<file path="src/rtl/hilo_mul_ctrl_if.sv">
// EX-side and multiplier-side signals of hilo_mul_ctrl; EX drives the request, stall throttles it.
// Zero latency bundle; stall is the only backpressure and EX must hold while it is high.
interface hilo_mul_ctrl_if;
  logic        ex_valid;
  logic [3:0]  ex_op;
  logic [31:0] ex_rs;
  logic [31:0] ex_rt;
  logic        ex_flush;
  logic        stall;
  logic [31:0] hi_out;
  logic [31:0] lo_out;
  logic        mul_start;
  logic        mul_op;
  logic [31:0] mul_op1;
  logic [31:0] mul_op2;
  logic [63:0] product;

  modport master (
    output ex_valid, ex_op, ex_rs, ex_rt, ex_flush, product,
    input  stall, hi_out, lo_out, mul_start, mul_op, mul_op1, mul_op2
  );

  modport slave (
    input  ex_valid, ex_op, ex_rs, ex_rt, ex_flush, product,
    output stall, hi_out, lo_out, mul_start, mul_op, mul_op1, mul_op2
  );
endinterface

</file>
<file path="src/rtl/hilo_mul_ctrl.sv">
// HI/LO owner driving a MUL_LAT-cycle multiplier; MULT retires after MUL_LAT cycles, MADD/MSUB after MUL_LAT+1.
// Backpressure: stall holds EX while an op is in flight; flush kills it at once with no HI/LO write.
module hilo_mul_ctrl #(
  parameter int MUL_LAT = 5
) (
  input logic           clk,
  input logic           reset,
  hilo_mul_ctrl_if.slave bus
);

  localparam int CW = $clog2(MUL_LAT + 1);

  typedef enum logic [1:0] {IDLE, MUL, ACC} state_t;

  state_t      state, state_nxt;
  logic [CW-1:0] cnt;
  logic        acc_op, sub_op;
  logic [63:0] preg;
  logic [31:0] hi_q, lo_q;
  logic        mul_start_q, mul_op_q;
  logic [31:0] mul_op1_q, mul_op2_q;
  logic        mult_cls, issue, last, stall_c;

  assign mult_cls = bus.ex_op inside {[4'd1:4'd6]};
  assign issue    = (state == IDLE) && bus.ex_valid && mult_cls && !bus.ex_flush;
  assign last     = (cnt == CW'(1));

  always_ff @(posedge clk or negedge reset) begin
    if (!reset) state <= IDLE;
    else        state <= state_nxt;
  end

  always_comb begin
    state_nxt = state;
    stall_c   = 1'b0;
    if (bus.ex_flush) begin
      state_nxt = IDLE;
    end else begin
      case (state)
        IDLE: begin
          stall_c = bus.ex_valid && mult_cls;
          if (issue) state_nxt = MUL;
        end
        MUL: begin
          // MADD-class keeps EX stalled through the product cycle; the ACC cycle is its release.
          stall_c = acc_op || !last;
          if (last) state_nxt = acc_op ? ACC : IDLE;
        end
        ACC:     state_nxt = IDLE;
        default: state_nxt = IDLE;
      endcase
    end
    if (!reset) stall_c = 1'b0;
  end

  always_ff @(posedge clk or negedge reset) begin
    if (!reset) begin
      cnt         <= '0;
      acc_op      <= 1'b0;
      sub_op      <= 1'b0;
      preg        <= '0;
      hi_q        <= '0;
      lo_q        <= '0;
      mul_start_q <= 1'b0;
      mul_op_q    <= 1'b0;
      mul_op1_q   <= '0;
      mul_op2_q   <= '0;
    end else if (bus.ex_flush) begin
      cnt         <= '0;
      mul_start_q <= 1'b0;
    end else begin
      case (state)
        IDLE: begin
          if (issue) begin
            mul_op1_q   <= bus.ex_rs;
            mul_op2_q   <= bus.ex_rt;
            mul_op_q    <= (bus.ex_op == 4'd1) || (bus.ex_op == 4'd3) || (bus.ex_op == 4'd5);
            mul_start_q <= 1'b1;
            cnt         <= CW'(MUL_LAT);
            acc_op      <= bus.ex_op >= 4'd3;
            sub_op      <= bus.ex_op >= 4'd5;
          end else if (bus.ex_valid && bus.ex_op == 4'd7) begin
            hi_q <= bus.ex_rs;
          end else if (bus.ex_valid && bus.ex_op == 4'd8) begin
            lo_q <= bus.ex_rs;
          end
        end
        MUL: begin
          cnt <= cnt - CW'(1);
          if (last) begin
            mul_start_q <= 1'b0;
            if (acc_op) preg <= bus.product;
            else        {hi_q, lo_q} <= bus.product;
          end
        end
        ACC: begin
          {hi_q, lo_q} <= sub_op ? ({hi_q, lo_q} - preg) : ({hi_q, lo_q} + preg);
        end
        default: ;
      endcase
    end
  end

  assign bus.stall     = stall_c;
  assign bus.hi_out    = hi_q;
  assign bus.lo_out    = lo_q;
  assign bus.mul_start = mul_start_q;
  assign bus.mul_op    = mul_op_q;
  assign bus.mul_op1   = mul_op1_q;
  assign bus.mul_op2   = mul_op2_q;

endmodule

</file>
<file path="src/flat_wrapper.sv">
// flat-port wrapper written by rule: the top's interface ports become plain ports
module hilo_mul_ctrl_flat 
#(
  parameter int MUL_LAT = 5
)
  (clk, reset, bus_ex_valid, bus_ex_op, bus_ex_rs, bus_ex_rt, bus_ex_flush, bus_product, bus_stall, bus_hi_out, bus_lo_out, bus_mul_start, bus_mul_op, bus_mul_op1, bus_mul_op2);
  hilo_mul_ctrl_if bus_i ();
  input logic clk;
  input logic reset;
  input wire logic [$bits(bus_i.ex_valid)-1:0] bus_ex_valid;
  input wire logic [$bits(bus_i.ex_op)-1:0] bus_ex_op;
  input wire logic [$bits(bus_i.ex_rs)-1:0] bus_ex_rs;
  input wire logic [$bits(bus_i.ex_rt)-1:0] bus_ex_rt;
  input wire logic [$bits(bus_i.ex_flush)-1:0] bus_ex_flush;
  input wire logic [$bits(bus_i.product)-1:0] bus_product;
  output wire logic [$bits(bus_i.stall)-1:0] bus_stall;
  output wire logic [$bits(bus_i.hi_out)-1:0] bus_hi_out;
  output wire logic [$bits(bus_i.lo_out)-1:0] bus_lo_out;
  output wire logic [$bits(bus_i.mul_start)-1:0] bus_mul_start;
  output wire logic [$bits(bus_i.mul_op)-1:0] bus_mul_op;
  output wire logic [$bits(bus_i.mul_op1)-1:0] bus_mul_op1;
  output wire logic [$bits(bus_i.mul_op2)-1:0] bus_mul_op2;
  assign bus_i.ex_valid = bus_ex_valid;
  assign bus_i.ex_op = bus_ex_op;
  assign bus_i.ex_rs = bus_ex_rs;
  assign bus_i.ex_rt = bus_ex_rt;
  assign bus_i.ex_flush = bus_ex_flush;
  assign bus_i.product = bus_product;
  assign bus_stall = bus_i.stall;
  assign bus_hi_out = bus_i.hi_out;
  assign bus_lo_out = bus_i.lo_out;
  assign bus_mul_start = bus_i.mul_start;
  assign bus_mul_op = bus_i.mul_op;
  assign bus_mul_op1 = bus_i.mul_op1;
  assign bus_mul_op2 = bus_i.mul_op2;
  hilo_mul_ctrl #(.MUL_LAT(MUL_LAT)) u_core (.clk(clk), .reset(reset), .bus(bus_i));
endmodule
</file>
<file path="config.mk">
export PLATFORM = sky130hd
export DESIGN_NAME = hilo_mul_ctrl_flat
export DESIGN_NICKNAME = d
export VERILOG_FILES = /design/src/rtl/hilo_mul_ctrl_if.sv /design/src/rtl/hilo_mul_ctrl.sv /design/src/flat_wrapper.sv
export SDC_FILE = /design/constraint.sdc
export NUM_CORES = 1
export LEC_CHECK = 0
export BUFFER_PORTS_ARGS = -buffer_cell sky130_fd_sc_hd__clkbuf_2
export CORE_MARGIN = 2
export CORE_UTILIZATION = 30
export DETAILED_ROUTE_END_ITERATION = 10
export HOLD_SLACK_MARGIN = 0.08
export SETUP_SLACK_MARGIN = 0.1
export SYNTH_ARGS = -nofsm -noshare
export SYNTH_HDL_FRONTEND = slang
export SYNTH_SLANG_ARGS = --single-unit
</file>
<file path="constraint.sdc">
create_clock -name clk -period 11.6 [get_ports clk]
set_input_delay 1.74 -clock clk [delete_from_list [all_inputs] [get_ports clk]]
set_output_delay 1.74 -clock clk [all_outputs]
set_load 0.05 [all_outputs]
</file>
# --- Word level (Yosys, flattened, before mapping) ---
# Index checks and enable logic that the tools add are counted.
classes:
  addsub: 3
  n_lt_le_gt_ge: 4
  n_eq_ne: 16
  n_mux: 27
  n_bitwise: 1
  n_reduce_logical: 22
op_table:
  columns: ["operator", "count"]
  rows:
  - ["32-bit 2-to-1 mux", 9]
  - ["32-bit one-hot mux with 3 select lines", 2]
  - ["64-bit adder", 1]
  - ["64-bit 2-to-1 mux", 1]
  - ["64-bit subtractor", 1]
  - ["2-bit != test (second input constant)", 5]
  - ["4-bit by 3-bit equality test with 1-bit output (second input constant)", 2]
  - ["2-bit 2-to-1 mux", 4]
  - ["1-bit logical AND", 7]
  - ["7-bit AND reduction", 1]
  - ["3-bit 2-to-1 mux", 2]
  - ["3-bit by 2-bit != test with 1-bit output (second input constant)", 2]
  - ["3-bit one-hot mux with 2 select lines", 1]
  - ["3-bit AND reduction", 2]
  - ["6-bit AND reduction", 1]
  - ["3-bit nonzero test", 2]
  - ["1-bit 2-to-1 mux", 5]
  - ["4-bit by 1-bit equality test with 1-bit output (second input constant)", 1]
  - ["4-bit by 2-bit equality test with 1-bit output (second input constant)", 1]
  - ["4-bit equality test (second input constant)", 1]
  - ["4-bit by 1-bit greater-or-equal comparator with 1-bit output (second input constant)", 1]
  - ["4-bit by 2-bit greater-or-equal comparator with 1-bit output (second input constant)", 1]
  - ["4-bit by 3-bit greater-or-equal comparator with 1-bit output (second input constant)", 1]
  - ["4-bit by 3-bit less-or-equal comparator with 1-bit output (second input constant)", 1]
  - ["other kinds (13)", 18]
word_totals:
  register_bits: 201
  in_bits: 136
  out_inout_bits: 131
  elab_cells: 84

# --- Logic depth before layout (Yosys ltp) ---
# Gate-level depths: netlist of run 1.
depth:
  word_depth: 7
  mapped_depth: 24
  ltp_nobuf: 24

# --- Least setup slack after synthesis of run 1 ---
# OpenSTA, ideal clock, no wires.
synth_path:
  path_type: "input to output"
  startpoint: "input bus_ex_valid"
  endpoint: "output bus_stall"
  arrival_ns: 3.429
  required_ns: 9.860
  setup_slack_ns: 6.431
  stages: 4
  n_path_buf: 0
  path_cell_list: "nor2b_1 -> o2111ai_1 -> a21boi_1 -> nor3b_1"
synth_between:
  elab_chain_cells: 4
synth_rtl:
  columns: ["element", "line_no", "text"]
  rows:
  - ["start: declaration", "flat_wrapper.sv:10", "input wire logic [$bits(bus_i.ex_valid)-1:0] bus_ex_valid;"]
  - ["1-bit logical AND", "hilo_mul_ctrl.sv:41", "stall_c = bus.ex_valid && mult_cls;"]
  - ["1-bit one-hot mux with 2 select lines", "hilo_mul_ctrl.sv:39", "case (state)"]
  - ["1-bit 2-to-1 mux", "hilo_mul_ctrl.sv:36", "if (bus.ex_flush) begin"]
  - ["1-bit 2-to-1 mux", "hilo_mul_ctrl.sv:53", "if (!reset) stall_c = 1'b0;"]
  - ["end: declaration", "flat_wrapper.sv:16", "output wire logic [$bits(bus_i.stall)-1:0] bus_stall;"]
# Every way passes these cells.

# --- Worst setup path after layout of run 1 ---
layout_path:
  startpoint: "register u_core.preg[10]"
  endpoint: "register u_core.hi_q[19] (netlist: u_core.bus.hi_out[19])"
layout_between:
  elab_chain_cells: 3
layout_rtl:
  columns: ["element", "line_no", "text"]
  rows:
  - ["start: declaration", "hilo_mul_ctrl.sv:18", "logic [63:0] preg;"]
  - ["start signal: assignment", "hilo_mul_ctrl.sv:92", "if (acc_op) preg <= bus.product;"]
  - ["64-bit adder / 64-bit subtractor (equally long branches)", "hilo_mul_ctrl.sv:97", "{hi_q, lo_q} <= sub_op ? ({hi_q, lo_q} - preg) : ({hi_q, lo_q} + preg);"]
  - ["64-bit 2-to-1 mux (*)", "hilo_mul_ctrl.sv:97", null]
  - ["32-bit one-hot mux with 3 select lines (*)", "hilo_mul_ctrl.sv:72", "case (state)"]
  - ["end signal: assignment", "hilo_mul_ctrl.sv:83", "hi_q <= bus.ex_rs;"]
  - ["end signal: assignment", "hilo_mul_ctrl.sv:93", "else {hi_q, lo_q} <= bus.product;"]
  - ["end signal: assignment", "hilo_mul_ctrl.sv:97", null]
  - ["end: declaration", "hilo_mul_ctrl.sv:19", "logic [31:0] hi_q, lo_q;"]
# Mark *: on every way between the ends. The rest lies on a longest branch, timed or not.
# A chain may end at the register's enable or synchronous reset.

==> results of run 1 <==
routing by layer:
metal	global-route usage	routed length [µm]
met1	0.2641	20970
met2	0.3547	24030
met3	0.05017	3756
met4	0.06416	1515
met5	0	11
worst max-delay path by stage:
stage	slack [ps]	endpoint	cells past startpoint	from
after floorplan	6430	bus_stall	4	bus_ex_valid
final	5890	u_core.bus.hi_out[19]	22	u_core.preg[10]
after global placement	6090	u_core.bus.hi_out[19]	22	u_core.preg[10]
after global routing	5440	u_core.bus.hi_out[19]	22	u_core.preg[10]
after detailed placement	6030	u_core.bus.hi_out[19]	22	u_core.preg[8]
after CTS	6020	u_core.bus.hi_out[19]	22	u_core.preg[10]
layout by cell type (no fill, tap or decap), types with 19 or more instances in the layout:
master and instances:
nand2_1 136, xnor2_1 89, a221oi_1 49, mux2_2 116, a21oi_1 110, dfrtp_1 200
clkbuf_16 26, o21ai_0 81, a31oi_1 24, o31ai_1 43, ha_1 69, nor2_1 135
o21bai_1 19, xor2_1 31, nor3_1 22, clkbuf_2 265, inv_1 38, a21o_1 36
through the flow:
stage	cell area, µm²	setup WS [ps]	util
floorplan	13640	6431	-
global placement	15580	6094	0.3456
detailed placement	15580	6034	0.3456
CTS	16510	6017	0.3662
global route	16510	5440	0.3663
finish	16520	5890	0.3664
critical path, stage by stage (launching register included):
cell	delay, ps
dfrtp_1	410
nor3_2	240
nand2_1	100
nor3_1	460
nand2_1	210
nor3_2	440
and3_1	280
nand2_1	180
nor4_1	300
nor2_1	90
xnor2_1	150
ha_1	380
and3_1	250
nand2_1	100
nor3_1	370
nand3_1	160
nor4_1	250
o21ai_0	320
nand3_1	220
a21boi_0	150
xnor2_1	150
a221oi_1	250
o31ai_1	100
cells by family after synthesis:
family,Yosys count,share of synthesized area
AO/OA/AOI/OAI,445,0.2210
AND/OR/NAND/NOR,398,0.1362
flip-flops,201,0.3686
XOR/XNOR,121,0.07822
multiplexers,118,0.09720
buffers and inverters,116,0.03219
adder cells (fa/ha/maj),72,0.06657
sequential cells by signal, indices dropped and copies added, names as in the netlist:
name and flops:
u_core.cnt 3, u_core.bus.mul_op 1, u_core.sub_op 1, u_core.state 2, u_core.bus.mul_op2 32, u_core.acc_op 1
u_core.bus.lo_out 32, u_core.bus.hi_out 32, u_core.bus.mul_op1 32, u_core.preg 64, u_core.bus.mul_start 1
synth_stat cells, drive strengths merged, types with 24 or more instances:
cell and n:
dfrtp 201, nand2 137, nor2 137, mux2 116, a21oi 115, xnor2 90
o21ai 83, ha 71, clkbuf 69, a221oi 49, o31ai 43, inv 38
a21o 36, xor2 31, nor3 26, a31oi 24
final cells by class:
type	count	area [µm²]	area share
inverters	39	146.4	0.008862
clock buffers	37	762.0	0.04613
clock inverters	11	166.4	0.01007
repair buffers	281	1454	0.08801
flip-flops and latches	201	5031	0.3046
well taps	600	750.7	0.04544
diodes	3	7.507	0.0004544
multi-input cells	1154	8202	0.4965
==> flow_metrics.tcl, run 1 <==
set metrics [dict create \
    grt_pass1_wl_um 76260 \
    rsz0062_at_grt "no" \
    r2r_end "u_core.bus.hi_out[19]" \
    pin_count 267 \
    initial_utilization 0.3026 \
    numPlacedInstances 2275 \
    ys_top_cells_by_area "dfrtp_1 (37%), mux2_2 (9.6%), ha_1 (6.5%)" \
    cts.htree.levels 1 \
    synth_largest_area_cell "dfrtp_1" \
    reg2reg_depth 22 \
    synth_top_area_frac 0.3686 \
    cts_resized 0 \
    drtIter0Drc 904 \
    drive_gt1_frac 0.2774 \
    timing.rr.start "u_core.preg[10]" \
    vias 12517 \
    clockRootBuffer "clkbuf_16" \
    synthArstFlopShare 1.000 \
    yosys_register_bits 201 \
    hold_viol 0 \
    die_area_um2 47200 \
    arrival_ps 6150 \
    cts_buffer_depth 3 \
    cts_buffers 26 \
    drt_wl_total_um 50280 \
    worstPathRequired_ps 12040 \
    fp.dieH_um 217.3 \
    antenna_found_initial 6 \
    synth_edf_count 0 \
    fin_nets 1911 \
    r2r_slack_ps 5890 \
    tns_ps 0 \
    instances_no_fill 2326 \
    cts_tree "yes" \
    synth_area_per_cell_um2 9.276 \
    clkTransAtPathRegs_ps 60 \
    final-setup-viol-count 0 \
    hold_end "u_core.bus.mul_op1[25]" \
    finalMaxSlewViolations 0 \
    clock_skew_ps 29.68 \
    ant_nets 0 \
    maxCapViolCount 0 \
    start_kind "register" \
    min_path_type "register to register" \
    clkLatencyLatePin_ps 580 \
    run_status "complete, no violations" \
    worst_pin_slew_ps 1072 \
    crit_type "register to register" \
    hold_start "u_core.bus.mul_op1[25]" \
    crit_path_end_kind "register" \
    area_delta_synth_final_pct 21.07 \
    nFillCells 4692 \
    grt_max_degree 86 \
    hold_ws_ps 505.7 \
    port_buffers 266 \
    cts_setup_buffers 0 \
    routabilityCongestion 0.9489 \
    critPathMaxFanout 6 \
    finalCriticalPeriod_ps 5710 \
    route.detailed.drc 0 \
    via_per_inst 5.381 \
    yosysWarnings 0 \
    synth_seq_area_share 0.3686 \
    hpwl_um 38220 \
    holdPathStages 1 \
    grt_pass1_vias 12619 \
    period_share 0.4922 \
    ys_types 83 \
    syn_area_um2 13640 \
    synth_flop_cell "dfrtp_1" \
    routedWlPerCell_um 21.62 \
    chipWidth_um 217.3 \
    cts.sinks 201 \
    grt_use_total 0.2098 \
    syn_nets 1679 \
    row_count 78 \
    postSynthCellCount 1471 \
    cts_hold_buf 0 \
    fmax_mhz 175.1 \
    slew_headroom 0.2852 \
    grt.overflow.total 0 \
    drt_first_pass_iters 5 \
    core_um2 45090 \
]
Power of run 1 is not shown: default switching activity piles up to over one toggle a cycle in this logic, so the estimate is an artifact.
==> run 2, diff against run 1 <==
==> constraint.sdc (replaced) <==
create_clock -name clk -period 5.7 [get_ports clk]
set_input_delay 0.855 -clock clk [delete_from_list [all_inputs] [get_ports clk]]
set_output_delay 0.855 -clock clk [all_outputs]
set_load 0.05 [all_outputs]
==> run 2 against run 1 <==
Compared with the run above:
- sequential share of layout area hardly changed
- die area unchanged
- largest cell class unchanged
- routed wire length shrank 1.2%
- hold slack got worse by 250 ps
- register-to-register slack lost 5300 ps
==> flow_metrics.tcl, run 2 (synthesis gave the netlist of run 1 again) <==
set metrics [dict create \
    run_status "complete, no violations" \
    slew_headroom 0.3039 \
    cts.htree.levels 1 \
    arrival_ps 5530 \
    antenna_found_initial 4 \
    critPathMaxFanout 6 \
    finalMaxSlewViolations 0 \
    via_per_inst 5.373 \
    port_buffers 266 \
    crit_path_end_kind "register" \
    route.detailed.drc 0 \
    grt.overflow.total 0 \
    clkLatencyLatePin_ps 560 \
    clockRootBuffer "clkbuf_16" \
    routedWlPerCell_um 21.35 \
    row_count 78 \
    fin_nets 1915 \
    grt_max_degree 137 \
    area_delta_synth_final_pct 21.00 \
    final_cell_mix "clkbuf_2 (265), dfrtp_1 (200), nand2_1 (136)" \
    die_area_um2 47200 \
    drtIter0Drc 906 \
    cts.sinks 201 \
    crit_type "register to register" \
    start_kind "register" \
    clkTransAtPathRegs_ps 60 \
    cts_buffer_depth 3 \
    tns_ps 0 \
    drive_gt1_frac 0.2801 \
    worstPathRequired_ps 6130 \
    final-setup-viol-count 0 \
    grt_pass1_vias 12586 \
    rsz0062_at_grt "no" \
    fp.dieH_um 217.3 \
    chipWidth_um 217.3 \
    cts_buffers 27 \
    worst_pin_slew_ps 1038 \
    diodes 0 \
    period_share 0.8956 \
    grt_use_total 0.2072 \
    largest_reg_flops 64 \
    min_path_type "primary input to async pin" \
    pin_count 267 \
    cts_tree "yes" \
    hold_viol 0 \
    grt_pass1_wl_um 75650 \
    drt_wl_total_um 49700 \
    finalCriticalPeriod_ps 5105 \
    hpwl_um 38310 \
    routabilityCongestion 0.9553 \
    maxCapViolCount 0 \
    hold_ws_ps 252.0 \
    top_register "u_core.preg" \
    cts_hold_buf 0 \
    ant_nets 0 \
    vias 12508 \
    layout_commonest_cell "clkbuf_2" \
    fmax_mhz 195.9 \
    core_um2 45090 \
    initial_utilization 0.3026 \
    clock_skew_ps 17.38 \
    drt_first_pass_iters 5 \
    nFillCells 4678 \
]
[run 2: cell count changes in the layout (fill, tap and decap cells not counted), sizes merged]
cell,before,now
buf,16,19
bufinv,4,1
diode,3,0
clkinv,8,6
clkinvlp,0,5
clkbuf,302,303
inv,38,39
[run 2: path summary, 6_finish.rpt]
path                                     endpoint                   start  cells after the start  slack, ps
max                         u_core.bus.hi_out[19]          u_core.preg[0]                     24        600
min                          u_core.bus.lo_out[7]                   reset                      1        250
max reg2reg                 u_core.bus.hi_out[19]          u_core.preg[0]                     24        600
min reg2reg                u_core.bus.mul_op2[13]  u_core.bus.mul_op2[13]                      1        500
max in group asynchronous  u_core.bus.mul_op1[25]                   reset                      2       4230
min in group clk           u_core.bus.mul_op2[13]  u_core.bus.mul_op2[13]                      1        500
[run 2: routing by layer]
metal / vias up / share of wire / GRT usage
met4: 6 / 0.027 / 0.05160
li1: 5872 / - / -
met2: 419 / 0.48 / 0.3558
met1: 6138 / 0.42 / 0.2652
met3: 73 / 0.068 / 0.04277
met5: - / 0.00085 / 0
[run 2: per-stage QoR]
stage	worst slack (ps)	util	cells	area (µm²)
6_report	595.0	0.3662	2328	16510
3_3_place_gp	287.1	0.3464	2278	15620
3_5_place_dp	225.9	0.3464	2278	15620
2_1_floorplan	1279	-	1471	13640
5_1_grt	175.6	0.3662	2328	16510
4_1_cts	208.2	0.3656	2328	16480
[run 2: worst max-delay path: stages (launching register included)]
cell	delay, ps
dfrtp_1	390
inv_1	80
ha_1	170
nand2b_1	150
nor4_4	380
nand2_1	180
nor3_2	190
buf_4	180
and3_1	220
nand2_1	180
nor4_1	230
nor2_1	110
xnor2_1	160
ha_1	390
and3_1	240
nand2_1	100
nor3_2	240
nand3_1	140
nor4_1	220
o21ai_1	220
nand3_1	170
a21boi_0	120
xnor2_1	140
a221oi_1	300
o31ai_1	100
[run 2: timing repair]
| item | CTS | global route |
|---|---|---|
| buffers inserted | 0 | 0 |
| setup endpoints to repair | 0 | 8 |
| resized for setup | 0 | 6 |
[run 2: area by class of cell]
cell class | instances | area [µm²] | area share
Clock buffer | 38 | 757.0 | 0.04585
Clock inverter | 12 | 108.9 | 0.006593
Multi-Input combinational cell | 1154 | 8227 | 0.4983
Timing Repair Buffer | 284 | 1489 | 0.09019
Tap cell | 600 | 750.7 | 0.04547
Inverter | 39 | 146.4 | 0.008867
Sequential cell | 201 | 5031 | 0.3047
Power of run 2 is left out for the same reason.
==> run 3, diff against run 2 <==
--- a/config.mk
+++ b/config.mk
@@ -9,6 +9,7 @@
 export CORE_MARGIN = 2
 export CORE_UTILIZATION = 30
 export DETAILED_ROUTE_END_ITERATION = 10
+export GPL_TIMING_DRIVEN = 0
 export HOLD_SLACK_MARGIN = 0.08
 export SETUP_SLACK_MARGIN = 0.1
 export SYNTH_ARGS = -nofsm -noshare
==> constraint.sdc (replaced) <==
create_clock -name clk -period 5.6 [get_ports clk]
set_input_delay 0.84 -clock clk [delete_from_list [all_inputs] [get_ports clk]]
set_output_delay 0.84 -clock clk [all_outputs]
set_load 0.05 [all_outputs]
==> run 3 against run 2 <==
Compared with the run above:
- the flow now finishes with violations (max-capacitance violations)
- first-iteration DRC count grew 14%
- clock skew grew 22 ps
- hold slack gained 90 ps
- critical path type unchanged
- cell count grew 2.4%
- critical endpoint is now u_core.bus.hi_out[21]
- largest cell class unchanged
- highest routed layer is now met4
- die area is the same
- clock-buffer cell count grew 2
- utilization grew 0.51 points
- global-route usage grew 3.1 points
- register-to-register slack lost 250 ps
- cell area grew 1.4%
- via count grew 4.3%
==> flow_metrics.tcl, run 3 (synthesis gave the netlist of run 1 again) <==
set metrics [dict create \
    run_status "finished, violations left" \
    violations "max-capacitance violations" \
    grt_max_degree 105 \
    min_path_type "primary input to async pin" \
    start_kind "register" \
    grt_use_total 0.2384 \
    tns_ps 0 \
    drive_gt1_frac 0.2633 \
    maxCapViolCount 1 \
    die_area_um2 47200 \
    grt_pass1_vias 13226 \
    pin_count 267 \
    instances_no_fill 2385 \
    port_buffers 266 \
    drt_first_pass_iters 5 \
    worstPathRequired_ps 6030 \
    worst_pin_slew_ps 1483 \
    period_share 0.9375 \
    worstPathCellList "or3_4 > nor4_4 > nand2_1 > nor3_4 > and3_1 > nand2_1 > nor2_2 > a21oi_1 > xnor2_1 > ha_1 > a21oi_1 > o221ai_1 > a311oi_1 > o41ai_4 > o21bai_2 > xnor2_1 > a221oi_1 > a211oi_1" \
    vias 13040 \
    cts_buffer_depth 3 \
    path_delay_family "simple AND/OR/NAND/NOR gates" \
    cts.htree.levels 1 \
    utilization 0.3713 \
    crit_type "register to register" \
    fin_nets 1975 \
    drtIter0Drc 1034 \
    slew_headroom 0.004029 \
    numPlacedInstances 2338 \
    nFillCells 4707 \
    antenna_found_initial 1 \
    grt.overflow.total 0 \
    rsz0062_at_grt "yes" \
    clkTransAtPathRegs_ps 60 \
    core_um2 45090 \
    fmax_mhz 190.5 \
    diodes 0 \
    area_delta_synth_final_pct 22.69 \
    top_register "u_core.preg" \
    fp.dieH_um 217.3 \
    clkLatencyLatePin_ps 590 \
    final-setup-viol-count 0 \
    finalCriticalPeriod_ps 5250 \
    cts_buffers 26 \
    hpwl_um 44940 \
    clock_skew_ps 39.37 \
    ant_nets 0 \
    critPathMaxFanout 7 \
    layout_commonest_cell "clkbuf_2" \
    crit_buf_inv 0 \
    clockRootBuffer "clkbuf_16" \
    regArea_um2 5030 \
    routabilityCongestion 0.9680 \
    grt_pass1_wl_um 84030 \
    final_cell_mix "clkbuf_2 (268), dfrtp_1 (201), nand2_1 (136)" \
    initial_utilization 0.3026 \
    row_count 78 \
    route.detailed.drc 0 \
    routedWlPerCell_um 24.00 \
    largest_reg_flops 64 \
    cts_hold_buf 0 \
    fin_area_um2 16740 \
    cts_tree "yes" \
    hold_viol 0 \
    place_area_um2 15760 \
    cts.sinks 201 \
    finalMaxSlewViolations 0 \
    multi_input_area_um2 8228 \
    drt_wl_total_um 57240 \
    cpPeakStageDelay_ps 460 \
    cpMaxStageDelayCell "nor2_2" \
    arrival_ps 5680 \
    chipWidth_um 217.3 \
    via_per_inst 5.468 \
    crit_path_end_kind "register" \
]
run 3: changes by cell type in the layout (fill, tap and decap cells not counted), sizes merged:
cell and delta:
bufinv +1, clkinvlp -5, clkbuf +72, buf -10, inv -1, clkinv -1, clkdlybuf4s15 +1
run 3: repair_timing:
action,4_1_cts,5_1_grt
cloned,0,0
endpoints found under the hold margin,0,0
pin swaps,1,3
endpoints found under the setup margin,21,20
resized for setup,8,14
buffers inserted,1,1
run 3: final timing paths:
check	start	endpoint	slack (ps)	cells after the start
max	u_core.preg[5]	u_core.bus.hi_out[21]	350	18
min	reset	u_core.bus.lo_out[7]	340	1
max reg2reg	u_core.preg[5]	u_core.bus.hi_out[21]	350	18
min reg2reg	u_core.bus.mul_op2[11]	u_core.bus.mul_op2[11]	500	1
max in group asynchronous	reset	u_core.bus.hi_out[29]	4200	2
min in group clk	bus_ex_rt[17]	u_core.bus.mul_op2[17]	470	2
run 3: routing by layer:
metal	global-route usage	part of all wire	up-vias
li1	-	-	5999
met3	0.03788	0.065	101
met1	0.3033	0.42	6443
met2	0.4104	0.48	497
met5	0	0	-
met4	0.08037	0.036	0
run 3: cell type report:
type                    instances  share of cell area
inverters                      39            0.008745
plain buffers                  76             0.01794
clock buffers                  40             0.04739
flip-flops and latches        201              0.3005
multi-input cells            1154              0.4915
repair buffers                269             0.08259
well taps                     600             0.04485
clock inverters                 6            0.006503
run 3: stage by stage:
step	hold slack, ps	setup WS [ps]
floorplan	480.2	1179
global placement	490.0	-734.7
detailed placement	494.5	-456.2
CTS	414.4	95.05
global route	458.9	37.79
finish	341.6	349.9
Power of run 3 is left out for the same reason.
